===== src/rtl/stereo_pkg.sv =====
// Shared types and width helpers for the stereo matching-cost blocks.
package stereo_pkg;

    typedef enum logic {
        COST_SSD = 1'b0,
        COST_SAD = 1'b1
    } cost_mode_t;

    typedef enum logic [1:0] {
        ST_IDLE  = 2'd0,
        ST_ROW   = 2'd1,
        ST_DRAIN = 2'd2,
        ST_DONE  = 2'd3
    } engine_state_t;

    function automatic int off_w(input int blk);
        return $clog2(blk + 1);
    endfunction

    // Wide enough for BLK*BLK squared full-scale differences.
    function automatic int cost_w(input int blk, input int pix_w);
        longint pmax;
        pmax = (longint'(1) << pix_w) - 1;
        return $clog2(longint'(blk) * blk * pmax * pmax + 1);
    endfunction

endpackage


===== src/rtl/ssd_row_reducer.sv =====
// Combinational row cost: per-pixel |l-r|, optionally squared, summed across the row window.
module ssd_row_reducer
    import stereo_pkg::*;
#(
    parameter int BLK   = 6,
    parameter int PIX_W = 8,
    localparam int COST_W = cost_w(BLK, PIX_W)
) (
    input  logic [BLK*PIX_W-1:0] left_row,
    input  logic [BLK*PIX_W-1:0] right_row,
    input  cost_mode_t           mode,
    output logic [COST_W-1:0]    row_cost
);

    logic [PIX_W-1:0]  l_pix;
    logic [PIX_W-1:0]  r_pix;
    logic [PIX_W-1:0]  diff;
    logic [COST_W-1:0] term;

    always_comb begin
        row_cost = '0;
        l_pix    = '0;
        r_pix    = '0;
        diff     = '0;
        term     = '0;
        for (int c = 0; c < BLK; c++) begin
            l_pix = left_row[(BLK-1-c)*PIX_W +: PIX_W];
            r_pix = right_row[(BLK-1-c)*PIX_W +: PIX_W];
            diff  = (l_pix > r_pix) ? (l_pix - r_pix) : (r_pix - l_pix);
            term  = (mode == COST_SSD) ? COST_W'(diff) * COST_W'(diff) : COST_W'(diff);
            row_cost = row_cost + term;
        end
    end

endmodule


===== src/rtl/block_cost_engine.sv =====
// Row-serial SSD/SAD window cost engine with valid/ready on request and result.
// Optional early exit on threshold: define BLOCK_COST_EARLY_EXIT_EN.
module block_cost_engine
    import stereo_pkg::*;
#(
    parameter int BLK   = 6,
    parameter int PIX_W = 8,
    localparam int OFF_W  = off_w(BLK),
    localparam int COST_W = cost_w(BLK, PIX_W)
) (
    input  logic                            clk_in,
    input  logic                            rst_in,
    input  logic                            valid_in,
    output logic                            ready_out,
    input  cost_mode_t                      mode_in,
    input  logic [OFF_W-1:0]                left_off_in,
    input  logic [OFF_W-1:0]                right_off_in,
    input  logic [COST_W-1:0]               thresh_in,
    input  logic [BLK-1:0][BLK*PIX_W-1:0]   left_front_in,
    input  logic [BLK-1:0][BLK*PIX_W-1:0]   left_back_in,
    input  logic [BLK-1:0][BLK*PIX_W-1:0]   right_front_in,
    input  logic [BLK-1:0][BLK*PIX_W-1:0]   right_back_in,
    output logic                            valid_out,
    input  logic                            ready_in,
    output logic [COST_W-1:0]               cost_out,
    output logic                            early_out,
    output engine_state_t                   state_dbg
);

    localparam int ROW_W = BLK * PIX_W;
    localparam int CNT_W = $clog2(BLK);

    // Handshakes: a transfer happens on a rising edge where valid and ready are both high;
    // valid, once raised, holds its payload stable until that edge.
    engine_state_t                 state, state_next;
    logic [CNT_W-1:0]              row_cnt;
    logic [COST_W-1:0]             row_sum, acc, acc_next, row_cost;
    logic                          early_q, exit_hit, accept;
    cost_mode_t                    mode_q;
    logic [OFF_W-1:0]              loff_q, roff_q;
    logic [BLK-1:0][ROW_W-1:0]     lf_q, lb_q, rf_q, rb_q;
    logic [ROW_W-1:0]              left_win, right_win;

    // Pixel 0 is at the MSBs, so shifting left by off pixels brings column off to the top.
    function automatic logic [ROW_W-1:0] window(input logic [ROW_W-1:0] front,
                                                input logic [ROW_W-1:0] back,
                                                input logic [OFF_W-1:0] off);
        logic [2*ROW_W-1:0] cat;
        logic [OFF_W-1:0]   o;
        o   = (off > OFF_W'(BLK)) ? OFF_W'(BLK) : off;
        cat = {front, back} << (o * PIX_W);
        return cat[2*ROW_W-1 -: ROW_W];
    endfunction

    assign accept    = valid_in && (state == ST_IDLE);
    assign left_win  = window(lf_q[row_cnt], lb_q[row_cnt], loff_q);
    assign right_win = window(rf_q[row_cnt], rb_q[row_cnt], roff_q);
    assign acc_next  = acc + row_sum;

    ssd_row_reducer #(.BLK(BLK), .PIX_W(PIX_W)) u_reducer (
        .left_row  (left_win),
        .right_row (right_win),
        .mode      (mode_q),
        .row_cost  (row_cost)
    );

`ifdef BLOCK_COST_EARLY_EXIT_EN
    logic [COST_W-1:0] thresh_q;

    always_ff @(posedge clk_in or negedge rst_in) begin
        if (!rst_in)     thresh_q <= '0;
        else if (accept) thresh_q <= thresh_in;
    end

    // The first ROW cycle adds the cleared row_sum, which is not a real row contribution.
    assign exit_hit = ((state == ST_ROW && row_cnt != '0) || state == ST_DRAIN)
                      && (acc_next > thresh_q);
`else
    logic unused_thresh;
    assign unused_thresh = ^thresh_in;
    assign exit_hit      = 1'b0;
`endif

    always_ff @(posedge clk_in or negedge rst_in) begin
        if (!rst_in) state <= ST_IDLE;
        else         state <= state_next;
    end

    always_comb begin
        state_next = state;
        case (state)
            ST_IDLE:  if (valid_in) state_next = ST_ROW;
            ST_ROW: begin
                if (exit_hit)                         state_next = ST_DONE;
                else if (row_cnt == CNT_W'(BLK - 1))  state_next = ST_DRAIN;
            end
            ST_DRAIN: state_next = ST_DONE;
            ST_DONE:  if (ready_in) state_next = ST_IDLE;
            default:  state_next = ST_IDLE;
        endcase
    end

    always_comb begin
        ready_out = (state == ST_IDLE);
        valid_out = (state == ST_DONE);
        cost_out  = (state == ST_DONE) ? acc : '0;
        early_out = (state == ST_DONE) && early_q;
        state_dbg = state;
    end

    always_ff @(posedge clk_in or negedge rst_in) begin
        if (!rst_in) begin
            row_cnt <= '0;
            row_sum <= '0;
            acc     <= '0;
            early_q <= 1'b0;
            mode_q  <= COST_SSD;
            loff_q  <= '0;
            roff_q  <= '0;
            lf_q    <= '0;
            lb_q    <= '0;
            rf_q    <= '0;
            rb_q    <= '0;
        end else if (accept) begin
            row_cnt <= '0;
            row_sum <= '0;
            acc     <= '0;
            early_q <= 1'b0;
            mode_q  <= mode_in;
            loff_q  <= left_off_in;
            roff_q  <= right_off_in;
            lf_q    <= left_front_in;
            lb_q    <= left_back_in;
            rf_q    <= right_front_in;
            rb_q    <= right_back_in;
        end else if (state == ST_ROW) begin
            row_sum <= row_cost;
            acc     <= acc_next;
            row_cnt <= row_cnt + 1'b1;
            if (exit_hit) early_q <= 1'b1;
        end else if (state == ST_DRAIN) begin
            acc <= acc_next;
            if (exit_hit) early_q <= 1'b1;
        end
    end

endmodule

===== config.mk =====
export PLATFORM = sky130hd
export DESIGN_NAME = block_cost_engine
export DESIGN_NICKNAME = d
export VERILOG_FILES = /design/src/rtl/stereo_pkg.sv /design/src/rtl/ssd_row_reducer.sv /design/src/rtl/block_cost_engine.sv
export SDC_FILE = /design/constraint.sdc
export NUM_CORES = 2
export LEC_CHECK = 0
export CORE_AREA = 4 4 475 477
export DETAILED_ROUTE_END_ITERATION = 8
export DIE_AREA = 0 0 479 481
export DONT_BUFFER_PORTS = 1
export PLACE_DENSITY_LB_ADDON = 0.05
export SLEW_MARGIN = 5
export SYNTH_ARGS = -nofsm -noshare
export SYNTH_HDL_FRONTEND = slang
export SYNTH_SLANG_ARGS = --single-unit
export TNS_END_PERCENT = 100

===== constraint.sdc =====
create_clock -name clk_in -period 16.7 [get_ports clk_in]
set_input_delay 1.67 -clock clk_in [delete_from_list [all_inputs] [get_ports clk_in]]
set_output_delay 1.67 -clock clk_in [all_outputs]
set_load 0.02 [all_outputs]

==> flow_metrics.py <==
metrics = {
    "status": {
        "status": "finished clean",
    },
    "detailed_routing": {
        "dr_total_vias": 62259,
        "wl_per_cell_um": 27.9,
        "routed.top_layer": "met5",
        "wl_um": 332000,
        "drtAntennaViolNets": 0,
        "route.detailed.drc": 0,
        "dr_wl_met3_um": 23300,
        "drt_iter0_drc": 5262,
        "post_drt_via_cell_ratio": 5.23,
        "dr_wl_met2_um": 164000,
        "wl_met1_um": 134000,
        "first_pass_iters": 6,
    },
    "synth": {
        "syn_nets": 10764,
        "yosys_warnings": 0,
        "synth_top_family_by_area": "simple AND/OR/NAND/NOR gates",
        "synth_area_mm2": 0.0764,
        "synthDistinctLibCells": 80,
        "yosysTopAreaCellShare_pct": 39.5,
        "synth_fa_ha_area_share_pct": 11.0,
        "ys_top_cells_by_area": "dfrtp_1 (39%), nand2_1 (19%), mux4_2 (6.5%)",
        "synth_compound_area_share_pct": 7.65,
        "async_flop_share_pct": 100,
        "synthesis.instances": 9041,
        "synth_xor_area_share_pct": 1.49,
        "synthSimpleGateAreaFrac_pct": 23.9,
        "muxShareOfSynthArea_pct": 11.2,
        "synthFlopType": "dfrtp_1",
        "yosysSeqAreaShare_pct": 39.5,
        "synth_edf_count": 0,
        "synth_top_area_cell": "dfrtp_1",
        "synth.avg_cell_area_um2": 8.45,
        "synth_seq_cells": 1205,
    },
    "cells_and_area": {
        "drive_above_1_share_pct": 7.27,
        "final_common_cell": "nand2_1",
        "nets": 10474,
        "n_fill_cell": 23134,
        "area_growth_syn_to_layout_pct": 10.1,
        "most-common-layout-cells": "nand2_1 (3,782), dfrtp_1 (1,196), nor2_1 (521)",
    },
    "timing": {
        "hold_viol": 0,
        "setup_violations": 0,
        "finalCriticalPeriod_ps": 13790,
        "slew_violations": 0,
        "worst_pin_slew_ps": 1400,
        "timing.fmax_mhz": 72.5,
        "rsz0062_at_grt": "false",
        "relSlewSlack_pct": 5.65,
        "holdWs_ps": 468,
        "fin_setup_tns_ps": 0,
        "fin_skew_ps": 80.2,
        "period_share_pct": 82.6,
    },
    "worst_setup_path": {
        "path_common_cell": "fa_1",
        "crit_path_end_kind": "flop",
        "critical-path-max-stage-delay_ps": 850,
        "rr_startpoint": "row_cnt[0]",
        "required_ps": 17370,
        "crit_path_max_fanout": 51,
        "r2r_slack_ps": 2910,
        "r2r_end": "row_sum[17]",
        "arrival_ps": 14460,
        "criticalPathCategory": "reg2reg",
        "critical_path.startpoint": "row_cnt[0]",
        "rr_worst_depth": 46,
        "cp-start-kind": "flop",
        "critical-path-slowest-cell": "dfrtp_4",
    },
    "floorplanning": {
        "die-area_mm2": 0.230,
        "rows": 173,
        "core_area_mm2": 0.221,
        "num_io_pins": 1212,
        "die_height_um": 481,
        "initial_core_util_pct": 34.5,
        "die_w_um": 479,
    },
    "placement": {
        "port_buffers": 0,
        "gp_congestion": 0.918,
        "hpwlAfterDp_um": 261000,
    },
    "min_path": {
        "holdPathEnd": "rf_q[131]",
        "hp-class": "reg2reg",
        "min_from": "rf_q[131]",
        "whs_path_depth": 2,
    },
    "global_routing": {
        "grt_pass1_vias": 62636,
        "grt_max_degree": 248,
        "grt_pass1_wl_um": 466000,
        "antenna_found_initial": 169,
        "grt_overflow_total": 0,
        "grtUsageTotal_pct": 28.1,
    },
    "clocking": {
        "numCtsBuffers": 148,
        "cts.clk_slew.worst_paths_ps": 60,
        "postCtsSetupBuffers": 0,
        "cts_max_level": 4,
        "cts_tree": "done",
        "cts.path.max_buffers": 3,
        "postCtsResizedCells": 0,
        "clk_root_buffer_cell": "clkbuf_16",
        "cts_hold_buf": 0,
        "clock_sinks": 1205,
        "insertion_delay_ps": 830,
    },
    "run": {
        "maxCapViolations": 0,
    },
}
## flip-flops by register name, indices dropped and copies added (netlist names), 2 cells and up
signal and flops:
acc 22, row_sum 19, rf_q 288, loff_q 3
roff_q 3, rb_q 288, lf_q 288, state_dbg 2
row_cnt 3, lb_q 288
## cells by family (layout without fill, tap and decap cells)
family | Yosys count | in the layout
mux | 573 | 573
xor+xnor | 126 | 126
other cells | 1 | 70
flops | 1205 | 1205
compound gates | 934 | 934
fa+ha+maj | 538 | 538
buf+inv | 999 | 827
simple gates | 4665 | 4665
## worst max-delay path: cells and delay by family, from the launching register on
| family | cells | cell delay, ps |
|---|---|---|
| muxes | 1 | 760 |
| AOI/OAI and AO/OA | 15 | 3780 |
| adders and majority gates | 11 | 4650 |
| DFF | 1 | 850 |
| xor gates and xnor gates | 1 | 160 |
| buffers and inverters | 8 | 1250 |
| and+or+nand+nor | 10 | 2120 |
## layout make-up
cell class                 instances  area (um2)  area share, %
multi-input combinational       6837       42300           50.3
sequential                      1205       30200           35.9
clock inverter                    33         537          0.638
antenna                           69         173          0.205
tap                             2975        3720           4.43
inverter                         477        1800           2.14
timing repair buffer              82         976           1.16
clock buffer                     235        4400           5.23
## metal layers
metal,vias up,GRT usage [%]
met4,120,8.08
li1,28751,-
met3,511,7.87
met5,-,0
met2,1718,48.2
met1,31159,34.6
## how the worst max path moves through the flow
stage | endpoint | slack, ps | cells after the start
6_report | row_sum[17] | 2910 | 46
5_1_grt | row_sum[17] | 2210 | 46
4_1_cts | row_sum[17] | 2960 | 41
3_5_place_dp | row_sum[16] | 3040 | 39
3_3_place_gp | row_sum[16] | 3050 | 39
2_1_floorplan | row_sum[16] | 5790 | 45
## cells in the mapped netlist (35+ instances only)
cell / instances
and2_1: 46
o21ai_0: 264
a21o_1: 68
o211ai_1: 45
mux2_2: 42
nand2_1: 3785
a21oi_1: 277
mux4_2: 222
nor2_1: 521
ha_1: 311
a211oi_1: 35
o21a_1: 47
inv_1: 471
xor2_1: 43
xnor2_1: 78
nor2b_1: 51
nor3_1: 90
fa_1: 227
dfrtp_1: 1205
buf_2: 46
clkbuf_1: 401
buf_1: 38
mux2i_1: 309
nand2b_1: 37
o22ai_1: 40
## stage by stage
step	std cells	area, um2	util (%)	setup slack [ps]
global route	11880	84000	38.0	2210
floorplan	9041	76400	-	5790
CTS	11842	83900	37.9	2960
finish	11913	84100	38.0	2910
detailed placement	11574	79000	35.7	3040
global placement	11574	79000	35.7	3050
Power is not shown: default switching activity piles up to over one toggle a cycle in this logic, so the estimate is an artifact.
